## src/rtl/strobe_gen_pkg.sv

```systemverilog
// Shared defaults and helpers for the multi-channel strobe generator.
// Optional feature macro used by the slice: STROBE_GEN_TOGGLE_EN (per-channel square wave).
package strobe_gen_pkg;

    localparam int DIV_W_DEF  = 16;
    localparam int NUM_CH_DEF = 3;

    // ch0 = 100 ms (10 Hz), ch1 = 200 ms (5 Hz), ch2 = 1000 ms (1 Hz)
    localparam logic [NUM_CH_DEF*DIV_W_DEF-1:0] DIV_INIT_DEF = {16'd1000, 16'd200, 16'd100};

    // Low bit index of channel ch inside a packed divisor bus
    function automatic int div_lo(input int ch, input int w);
        return ch * w;
    endfunction

endpackage

```

## src/rtl/strobe_ch_div.sv

```systemverilog
// One strobe channel: divisor register, ms counter, strobe flop and,
// with STROBE_GEN_TOGGLE_EN, a toggle flop giving a 50% duty square wave.
module strobe_ch_div
    import strobe_gen_pkg::*;
#(
    parameter int               DIV_W    = DIV_W_DEF,
    parameter logic [DIV_W-1:0] DIV_INIT = DIV_INIT_DEF[DIV_W-1:0]
) (
    input  logic             CLK,
    input  logic             RST,
    input  logic             LOAD,
    input  logic             TICK,
    input  logic [DIV_W-1:0] DIV_IN,
    output logic             STB
`ifdef STROBE_GEN_TOGGLE_EN
    ,
    output logic             TGL
`endif
);

    localparam logic [DIV_W-1:0] CNT_ZERO = DIV_W'(1'b0);
    localparam logic [DIV_W-1:0] CNT_ONE  = DIV_W'(1'b1);

    logic [DIV_W-1:0] div_r;
    logic [DIV_W-1:0] cnt_r;
    logic             stb_r;
    logic             step_s;
    logic             wrap_s;

    // Decide whether this tick advances the channel and whether it wraps; d-1 only for d!=0
    always_comb begin
        step_s = 1'b0;
        wrap_s = 1'b0;
        if (div_r != CNT_ZERO) begin
            step_s = TICK;
            wrap_s = (cnt_r == (div_r - CNT_ONE));
        end else begin
            step_s = 1'b0;
            wrap_s = 1'b0;
        end
    end

    // Divisor, counter and strobe registers
    always_ff @(posedge CLK or posedge RST) begin
        if (RST) begin
            div_r <= DIV_INIT;
            cnt_r <= CNT_ZERO;
            stb_r <= 1'b0;
        end else if (LOAD) begin
            div_r <= DIV_IN;
            cnt_r <= CNT_ZERO;
            stb_r <= 1'b0;
        end else if (step_s && wrap_s) begin
            cnt_r <= CNT_ZERO;
            stb_r <= 1'b1;
        end else if (step_s) begin
            cnt_r <= cnt_r + CNT_ONE;
            stb_r <= 1'b0;
        end else begin
            stb_r <= 1'b0;
        end
    end

    assign STB = stb_r;

`ifdef STROBE_GEN_TOGGLE_EN
    logic tgl_r;

    // Square wave flips on the same edge the strobe is raised
    always_ff @(posedge CLK or posedge RST) begin
        if (RST) begin
            tgl_r <= 1'b0;
        end else if (LOAD) begin
            tgl_r <= 1'b0;
        end else if (step_s && wrap_s) begin
            tgl_r <= ~tgl_r;
        end else begin
            tgl_r <= tgl_r;
        end
    end

    assign TGL = tgl_r;
`endif

endmodule

```

## src/rtl/strobe_gen_multi.sv

```systemverilog
// N-channel strobe generator: CLK prescaled to a 1 kHz tick, fanned out to phase-aligned
// channel dividers. Optional TGL outputs are built when STROBE_GEN_TOGGLE_EN is defined.
module strobe_gen_multi
    import strobe_gen_pkg::*;
#(
    parameter int                        INPUT_FREQUENCY_KHZ = 10000,
    parameter int                        NUM_CH              = NUM_CH_DEF,
    parameter int                        DIV_W               = DIV_W_DEF,
    parameter logic [NUM_CH*DIV_W-1:0]   DIV_INIT            = DIV_INIT_DEF
) (
    input  logic                      CLK,
    input  logic                      RST,
    input  logic                      EN,
    input  logic                      LOAD,
    input  logic [NUM_CH*DIV_W-1:0]   DIV,
    output logic                      STB_1K,
    output logic [NUM_CH-1:0]         STB
`ifdef STROBE_GEN_TOGGLE_EN
    ,
    output logic [NUM_CH-1:0]         TGL
`endif
);

    localparam int               PRE_W      = (INPUT_FREQUENCY_KHZ > 1) ? $clog2(INPUT_FREQUENCY_KHZ) : 1;
    localparam logic [PRE_W-1:0] PRE_RELOAD = PRE_W'(INPUT_FREQUENCY_KHZ - 1);
    localparam logic [PRE_W-1:0] PRE_ZERO   = PRE_W'(1'b0);
    localparam logic [PRE_W-1:0] PRE_ONE    = PRE_W'(1'b1);

    logic [PRE_W-1:0] pre_r;
    logic             stb_1k_r;
    logic             tick_s;

    // 1 kHz tick: only while enabled, so a frozen prescaler never emits
    always_comb begin
        tick_s = 1'b0;
        if (EN && (pre_r == PRE_ZERO)) begin
            tick_s = 1'b1;
        end else begin
            tick_s = 1'b0;
        end
    end

    // Prescaler and 1 kHz strobe; LOAD restarts timing and swallows a coincident tick
    always_ff @(posedge CLK or posedge RST) begin
        if (RST) begin
            pre_r    <= PRE_RELOAD;
            stb_1k_r <= 1'b0;
        end else if (LOAD) begin
            pre_r    <= PRE_RELOAD;
            stb_1k_r <= 1'b0;
        end else if (tick_s) begin
            pre_r    <= PRE_RELOAD;
            stb_1k_r <= 1'b1;
        end else if (EN) begin
            pre_r    <= pre_r - PRE_ONE;
            stb_1k_r <= 1'b0;
        end else begin
            stb_1k_r <= 1'b0;
        end
    end

    assign STB_1K = stb_1k_r;

    for (genvar i = 0; i < NUM_CH; i++) begin : g_ch
        strobe_ch_div #(
            .DIV_W    (DIV_W),
            .DIV_INIT (DIV_INIT[div_lo(i, DIV_W) +: DIV_W])
        ) u_ch (
            .CLK    (CLK),
            .RST    (RST),
            .LOAD   (LOAD),
            .TICK   (tick_s && !LOAD),
            .DIV_IN (DIV[div_lo(i, DIV_W) +: DIV_W]),
            .STB    (STB[i])
`ifdef STROBE_GEN_TOGGLE_EN
            ,
            .TGL    (TGL[i])
`endif
        );
    end

endmodule

```

## config.mk

```make
export PLATFORM = sky130hd
export DESIGN_NAME = strobe_gen_multi
export DESIGN_NICKNAME = d
export VERILOG_FILES = /design/src/rtl/strobe_gen_pkg.sv /design/src/rtl/strobe_ch_div.sv /design/src/rtl/strobe_gen_multi.sv
export SDC_FILE = /design/constraint.sdc
export NUM_CORES = 1
export LEC_CHECK = 0
export BUFFER_PORTS_ARGS = -buffer_cell sky130_fd_sc_hd__buf_2
export CORE_MARGIN = 2
export CORE_UTILIZATION = 61
export CTS_CLUSTER_DIAMETER = 30
export DETAILED_ROUTE_END_ITERATION = 16
export GPL_TIMING_DRIVEN = 0
export PLACE_DENSITY = 0.89
export SLEW_MARGIN = 40
export SYNTH_ARGS = -nofsm -noshare
export SYNTH_HDL_FRONTEND = slang
export SYNTH_SLANG_ARGS = --single-unit
```

## constraint.sdc

```tcl
create_clock -name CLK -period 4.63 [get_ports CLK]
set_clock_uncertainty 0.05 [all_clocks]
set_input_delay 0.463 -clock CLK [delete_from_list [all_inputs] [get_ports CLK]]
set_output_delay 0.463 -clock CLK [all_outputs]
set_load 0.02 [all_outputs]
```

**After elaboration in Yosys (flattened, before gate mapping)**

Cells that the tools add are included.

- Register bits after elaboration: 114
- Latch bits: 0
- Bits in writable memories: 0
- Bits in read-only memories: 0
- Input bits: 52
- Output and inout bits: 4
- Logic and storage cells: 62
- Memories kept: 0

- Add/subtract/negate cells: 7
- Multipliers: 0
- Div/mod/pow operators: 0
- $lt $le $gt $ge: 0
- Equal/unequal tests: 3
- Shift operators: 0
- Muxes and demuxes: 27
- Bitwise operators: 0
- Reduce and logical (&&, ||, !) cells: 14

Operators with widths:

| operator | number |
|---|---|
| $mux W16 | 9 |
| $add A16 B1 Y16 const B | 3 |
| $eq A16 B16 Y1 | 3 |
| $reduce_bool A16 Y1 | 3 |
| $sub A16 B1 Y16 const B | 3 |
| $mux W14 | 3 |
| $mux W1 | 15 |
| $logic_not A14 Y1 | 1 |
| $sub A14 B1 Y14 const B | 1 |
| $reduce_bool A3 Y1 | 4 |
| $logic_and A1 B1 Y1 | 5 |
| $logic_not A1 Y1 | 1 |

**Depth between registers and ports, before layout**

Gate-level depths: netlist of run 1.

- Depth after elaboration: 8
- Mapped depth: 13
- Depth with buffers taken out: 9

**Hierarchy**

A second synthesis of run 1 with hierarchy kept.

- Cells, all modules: 687
- Area, all modules: 6990.5 um^2

By module, submodules not included:

| module | instances | cells an instance | area each (um^2) |
|---|---|---|---|
| strobe_ch_div (g_ch[0].u_ch ...) | 2 | 202 | 2063.2 |
| strobe_ch_div (g_ch[2].u_ch) | 1 | 202 | 2067.0 |
| strobe_gen_multi | 1 | 81 | 797.0 |

**Worst setup path before layout of run 1**

Ideal clock, no wire load.

- Path kind: register -> register
- Start point: register g_ch[1].u_ch.div_r[0]
- End point: register g_ch[1].u_ch.cnt_r[14]
- Setup time: 134 ps
- Data arrival time: 2733 ps
- Slack: 1713 ps
- Cell stages (with the launch flop): 11
- Period minus slack after synthesis: 2917 ps
- Cell sequence: dfrtp_1 > inv_1 > ha_1 > nor3b_1 > nand2_1 > xnor2_1 > or4_4 > a211o_2 > nor3_4 > buf_6 > nor3_1

- Longest elaborated chain between the ends: 6
- Elaborated cells on any way between the ends: 9
- Classes of those cells: 1 x add/sub; 1 x eq/ne; 4 x mux; 3 x reduce/logical

Ends and longest elaborated chain:

| element | line | source |
|---|---|---|
| from (decl) | strobe_ch_div.sv:24 | `logic [DIV_W-1:0] div_r;` |
| from (signal assigned) | strobe_ch_div.sv:46 | `div_r <= DIV_INIT;` |
| from (signal assigned) | strobe_ch_div.sv:50 | `div_r <= DIV_IN;` |
| $sub A16 B1 Y16 | strobe_ch_div.sv:36 | `wrap_s = (cnt_r == (div_r - CNT_ONE));` |
| $eq A16 B16 Y1 | strobe_ch_div.sv:36 |  |
| $mux W1 | strobe_ch_div.sv:34 | `if (div_r != CNT_ZERO) begin` |
| $logic_and A1 B1 Y1 | strobe_ch_div.sv:53 | `end else if (step_s && wrap_s) begin` |
| $mux W16 | strobe_ch_div.sv:53 |  |
| $mux W16 | strobe_ch_div.sv:49 | `end else if (LOAD) begin` |
| to (signal assigned) | strobe_ch_div.sv:57 | `cnt_r <= cnt_r + CNT_ONE;` |
| to (decl) | strobe_ch_div.sv:25 | `logic [DIV_W-1:0] cnt_r;` |

Several ways; a longest one is shown, not always the timed one.
A chain may end at the register's enable or synchronous reset.

**Final worst setup path of run 1**

- Start point: register g_ch[1].u_ch.div_r[0]
- End point: register g_ch[1].u_ch.cnt_r[1]

The elaborated chain is that of the path after synthesis.

==> flow_metrics.py, run 1 <==
metrics = {
    "cts": {
        "numCtsBuffers": 17,
        "path_clk_slew_ns": 0.06,
        "cts_resized": 0,
        "clk_latency_ns": 0.42,
        "clock_sinks": 114,
        "root_buffer": "clkbuf_16",
        "cts_buffer_depth": 2,
        "htree_levels": 4,
        "cts_tree": "done",
    },
    "setup_path": {
        "critical_path_class": "reg -> reg",
        "path_cells": "inv_1 -> ha_1 -> nor3b_1 -> nand2_1 -> xnor2_1 -> or4_4 -> a2111oi_2 -> nand3_1 -> a32o_1",
        "cp-end-kind": "register",
        "crit_buf_inv": 1,
        "crit_arrival_ns": 3.77,
        "critPathTopFamily": "simple AND/OR/NAND/NOR gates",
        "cp_slowest_cell": "nor3b_1",
        "crit_fanout": 7,
        "cpPeakStageDelay_ns": 0.69,
        "worstSetupStartpointType": "register",
        "critPathRequiredTime_ns": 4.89,
        "startpoint": "g_ch[1].u_ch.div_r[0]$_DFFE_PP0P_",
        "r2r_start": "g_ch[1].u_ch.div_r[0]$_DFFE_PP0P_",
    },
    "sta": {
        "relSlewSlack_pct": 46.6,
        "setup_viol": 0,
        "fmaxAchievable_mhz": 285,
        "finalHoldViolations": 0,
        "rsz0062_at_grt": "no",
        "period_needed_ns": 3.50,
        "fin_crit_sh_pct": 75.7,
        "final_max_slew_viol_count": 0,
        "tightest_slew_ns": 0.799,
    },
    "layout": {
        "nNetsFinal": 902,
        "layout.cells.non_filler": 996,
        "final_common_cell": "dfrtp_1",
        "mostFrequentLayoutCells": "94 x dfrtp_1, 68 x xnor2_1, 64 x buf_2",
        "fill_cells": 835,
        "area_growth_pct": 15.3,
        "layout-drive-gt1-share_pct": 21.7,
        "antenna_cells": 0,
    },
    "placed_design": {
        "portBuffers": 55,
        "gp_congestion": 0.917,
        "dp_cells": 963,
        "dpl.hpwl_um": 11800,
    },
    "synth": {
        "ys.flop_type": "dfrtp_1",
        "synth.largest_area_cell": "dfrtp_1",
        "syn_avg_cell_area_um2": 9.33,
        "netlist_instances": 764,
        "ys_types": 70,
        "yosysWarningCount": 0,
        "netlist_area_mm2": 0.00713,
        "yosysSeqAreaShare_pct": 40.4,
        "syn-num-nets": 826,
        "synth_top_area_share_pct": 33.0,
        "synth_edf_count": 0,
        "ys_async_sr_fraction_pct": 100,
        "ys_top_cells_by_area": "dfrtp_1 33%, xnor2_1 8.4%, dfstp_2 7.4%",
        "synth_seq_cells": 114,
    },
    "floorplan": {
        "ios": 56,
        "start_util_pct": 62.4,
        "coreArea_mm2": 0.0114,
        "die_area_mm2": 0.0126,
        "die_h_um": 112,
        "die_w_um": 112,
        "num_rows": 39,
    },
    "drt": {
        "drt_iter0_drc": 511,
        "wl_per_cell_um": 17.3,
        "wirelength_um": 17300,
        "vias_per_cell": 6.18,
        "dr_total_vias": 6152,
        "dr.pass1.iters": 6,
        "detail-route-antenna-nets": 0,
        "drc": 0,
    },
    "pwr": {
        "ir_worst_vdd_mv": 0.275,
        "power.density_mw_per_mm2": 326,
        "leakagePower_nw": 3.26,
        "power.total_mw": 2.68,
    },
    "global_route": {
        "grt_pass1_wl_um": 29000,
        "grt_max_degree": 85,
        "grt_overflow": 0,
        "grt_use_total_pct": 29.0,
        "grt_pass1_vias": 6087,
        "antenna_found_initial": 0,
    },
    "worst_hold_path": {
        "worstHoldStart": "DIV[33]",
        "hold_class": "in -> reg",
    },
    "status": {
        "status": "complete, no violations",
    },
    "flow_run": {
        "drv_cap": 0,
    },
}
worst register-to-register path: cells and delay by family, from the launching register on:
kind | cells | cell delay (ns)
AOI/OAI and AO/OA | 2 | 0.72
xor gates and xnor gates | 1 | 0.16
adders and majority gates | 1 | 0.29
buffers and inverters | 1 | 0.15
DFF | 1 | 0.45
and+or+nand+nor | 4 | 1.57
report_power, final:
part | switching, mW | internal [mW]
combinational | 0.192 | 0.143
sequential | 0.0523 | 1.05
clock | 0.459 | 0.786
total | 0.703 | 1.98
stage by stage:
step / cell area (um2) / utilization, % / setup WS [ns] / TNS [ns] / hold slack (ns)
6_report: 8220 / 72.0 / 1.13 / 0 / 0.205
3_5_place_dp: 7630 / 66.8 / 1.24 / 0 / 0.385
3_3_place_gp: 7580 / 66.4 / -0.0393 / -2.93 / 0.450
5_1_grt: 8220 / 72.0 / 0.839 / 0 / 0.199
2_1_floorplan: 7130 / - / 1.13 / 0 / 0.432
4_1_cts: 8210 / 71.9 / 1.19 / 0 / 0.193
flip-flops by register name (all words and copies together) (netlist names):
signal           count
g_ch.u_ch.cnt_r     48
g_ch.u_ch.div_r     48
pre_r               14
g_ch.u_ch.STB        3
STB_1K               1
cells by family (layout without fill, tap and decap cells):
family          Yosys count  after routing  share of synthesized area, %
simple gates            320            320                          24.1
mux                      42             42                          6.62
fa+ha+maj                10             10                          1.76
flops                   114            114                          40.4
buf+inv                  68            157                          4.35
xor+xnor                106            106                          13.0
compound gates          104            104                          9.81
routing by layer:
layer / global-route usage (%) / vias to the layer above / wire length, um
met4: 15.1 / 0 / 626
met3: 7.13 / 54 / 1270
li1: - / 2892 / -
met2: 46.0 / 266 / 8270
met1: 37.0 / 2940 / 7100
met5: 0 / - / 0
what timing repair did:
| action | in CTS | in global routing |
|---|---|---|
| endpoints found under the hold margin | 20 | 0 |
| buffers inserted | 0 | 0 |
| hold buffers | 1 | 0 |
synth_stat cells, types with 4 or more instances:
library cell   n
dfstp_2       20
o21ai_0       26
a31oi_1       11
nor2_1        58
nand2_1       61
nor2b_1        6
inv_1         23
nor4_1        17
nand3b_1       6
clkbuf_1      25
xnor2_1       68
and3_1        11
buf_4          6
or3_1          7
nor3_1        54
a21oi_1       16
and2_1         5
nand4_1       23
buf_2          9
dfrtp_1       94
or4_1         11
mux2_2        41
nand3_1       33
a211oi_1       8
ha_1          10
xor2_1        38
nor3b_1        4
o211ai_1       9
final timing paths:
path,slack (ns),endpoint,depth (start not counted)
min in group asynchronous,0.49,STB_1K$_DFF_PP0_,3
max in group asynchronous,3.36,g_ch[1].u_ch.div_r[6]$_DFFE_PP1P_,4
hold reg to reg,0.48,pre_r[8]$_DFFE_PP1P_,2
setup / recovery,1.13,g_ch[1].u_ch.cnt_r[1]$_DFFE_PP0P_,9
setup reg to reg,1.13,g_ch[1].u_ch.cnt_r[1]$_DFFE_PP0P_,9
hold / removal,0.21,g_ch[2].u_ch.div_r[1]$_DFFE_PP0P_,3
area by class of cell:
cell class	instances	area [um2]	area share, %
plain buffers	45	224	2.73
clock buffers	22	484	5.89
clock inverters	10	82.6	1.01
inverters	23	93.8	1.14
multi-input cells	582	3960	48.2
flip-flops and latches	114	2880	35.0
well taps	143	179	2.18
repair buffers	57	313	3.81
Note: power is estimated with default switching activity, not from simulation.
==> run 2, diff against run 1 <==
Clock period 4.63 ns to 3.4 ns, I/O delays scaled along.
==> run 2 against run 1 <==
Effect of this change:
- largest power group unchanged
- routed wire length grew 1.1%
- critical endpoint is now g_ch[1].u_ch.cnt_r[15]$_DFFE_PP0P_
- critical path depth unchanged
- maximum frequency is 7.8% higher
==> flow_metrics.py, run 2 (synthesis results as in run 1) <==
metrics = {
    "sta": {
        "setup_viol": 0,
        "period_needed_ns": 3.25,
        "finalHoldViolations": 0,
        "fmaxAchievable_mhz": 308,
        "tightest_slew_ns": 0.790,
        "fin_crit_sh_pct": 95.6,
        "final_max_slew_viol_count": 0,
        "relSlewSlack_pct": 47.3,
    },
    "placed_design": {
        "dpl.hpwl_um": 11800,
        "portBuffers": 55,
        "gp_congestion": 0.917,
        "dp_cells": 963,
    },
    "cts": {
        "clk_latency_ns": 0.43,
        "htree_levels": 4,
        "path_clk_slew_ns": 0.06,
        "root_buffer": "clkbuf_16",
        "numCtsBuffers": 17,
        "clock_sinks": 114,
        "cts_buffer_depth": 2,
        "cts_tree": "done",
    },
    "setup_path": {
        "rr_worst_depth": 9,
        "cp-end-kind": "register",
        "crit_fanout": 6,
        "critPathRequiredTime_ns": 3.68,
        "worstSetupStartpointType": "register",
        "crit_arrival_ns": 3.53,
        "critical_path_class": "reg -> reg",
    },
    "floorplan": {
        "die_h_um": 112,
        "num_rows": 39,
        "die_area_mm2": 0.0126,
        "coreArea_mm2": 0.0114,
        "die_w_um": 112,
        "ios": 56,
        "start_util_pct": 62.4,
    },
    "drt": {
        "drt_iter0_drc": 526,
        "dr_total_vias": 6204,
        "vias_per_cell": 6.21,
        "dr.pass1.iters": 9,
        "detail-route-antenna-nets": 0,
        "wirelength_um": 17500,
        "drc": 0,
        "wl_per_cell_um": 17.5,
    },
    "layout": {
        "multiInputGateArea_mm2": 0.00400,
        "utilization_pct": 72.5,
        "area_growth_pct": 16.1,
        "layout-drive-gt1-share_pct": 22.3,
        "mostFrequentLayoutCells": "94 x dfrtp_1, 68 x xnor2_1, 64 x buf_2",
        "reg_top3": "g_ch.u_ch.cnt_r x48, g_ch.u_ch.div_r x48, pre_r x14",
        "layout.cells.non_filler": 999,
        "nNetsFinal": 905,
        "seqCellArea_mm2": 0.00288,
        "fill_cells": 828,
        "antenna_cells": 0,
        "final_common_cell": "dfrtp_1",
    },
    "worst_hold_path": {
        "hold_class": "in -> reg",
        "whs_path_depth": 3,
    },
    "global_route": {
        "grt_overflow": 0,
        "grt_pass1_wl_um": 29100,
        "grt_pass1_vias": 6106,
        "grt_max_degree": 85,
        "antenna_found_initial": 0,
        "grt_use_total_pct": 29.1,
    },
    "pwr": {
        "ir_worst_vdd_mv": 0.368,
        "leakagePower_nw": 3.30,
        "power.density_mw_per_mm2": 442,
    },
    "flow_run": {
        "drv_cap": 0,
    },
    "status": {
        "status": "complete, no violations",
    },
}
-- run 2: changes by cell type in the layout (fill, tap and decap cells not counted) --
cell,previous run,this run
buf_4,6,9
nor3b_4,0,1
a31oi_1,11,10
o41ai_1,2,1
a31oi_2,0,1
nor3_2,3,1
nor3_4,2,4
nor3b_1,4,3
o41ai_2,0,1
-- run 2: layer usage --
metal | vias to the layer above | wire (um) | global-route usage (%)
li1 | 2903 | - | -
met1 | 2962 | 7140 | 37.1
met2 | 275 | 8420 | 46.1
met3 | 64 | 1240 | 7.18
met4 | 0 | 668 | 15.5
met5 | - | 0 | 0
-- run 2: path summary, 6_finish.rpt --
check,startpoint,endpoint,slack (ns)
setup / recovery,pre_r[0]$_DFFE_PP1P_,g_ch[1].u_ch.cnt_r[15]$_DFFE_PP0P_,0.15
max in group asynchronous,RST,g_ch[1].u_ch.div_r[7]$_DFFE_PP1P_,2.24
hold reg to reg,pre_r[8]$_DFFE_PP1P_,pre_r[8]$_DFFE_PP1P_,0.48
hold / removal,DIV[33],g_ch[2].u_ch.div_r[1]$_DFFE_PP0P_,0.08
min in group asynchronous,RST,pre_r[7]$_DFFE_PP0P_,0.37
setup reg to reg,pre_r[0]$_DFFE_PP1P_,g_ch[1].u_ch.cnt_r[15]$_DFFE_PP0P_,0.15
-- run 2: power breakdown --
| group | internal, mW | leakage [nW] | switching (mW) |
|---|---|---|---|
| Combinational | 0.196 | 1.58 | 0.264 |
| Sequential | 1.43 | 1.45 | 0.0727 |
| Clock | 1.07 | 0.277 | 0.626 |
-- run 2: per-stage QoR --
step	total power, mW	cell area, um2	setup TNS [ns]	hold slack (ns)	setup WS, ns
4_1_cts	3.66	8230	0	0.0702	0.0449
3_5_place_dp	1.96	7630	0	0.262	0.0141
6_report	3.66	8280	0	0.0773	0.149
2_1_floorplan	1.83	7130	0	0.357	0.0274
5_1_grt	3.80	8280	-0.0392	0.0765	-0.0155
3_3_place_gp	1.94	7580	-107.33	0.450	-1.15
-- run 2: layout make-up --
cell class                 count  area share [%]
multi-input combinational    582            48.3
sequential                   114            34.8
clock buffer                  22            5.85
timing repair buffer          60            4.05
buffer                        45            2.71
tap                          143            2.16
inverter                      23            1.13
clock inverter                10           0.998
-- run 2: what timing repair did --
action / 4_1_cts / 5_1_grt
endpoints found under the hold margin: 20 / 0
gates resized for setup: 3 / 4
hold buffers: 1 / 0
endpoints found under the setup margin: 21 / 26
pin swaps: 0 / 1
setup buffers: 0 / 3
-- run 2: worst max-delay path, cell delays in order (launching register included) --
cell and delay, ns:
dfstp_2 0.39, inv_1 0.06, ha_1 0.20, nor4bb_1 0.48
nand4_1 0.40, a31oi_1 0.54, nand4_1 0.36, nor4_1 0.38
xnor2_1 0.13, nor3_1 0.18
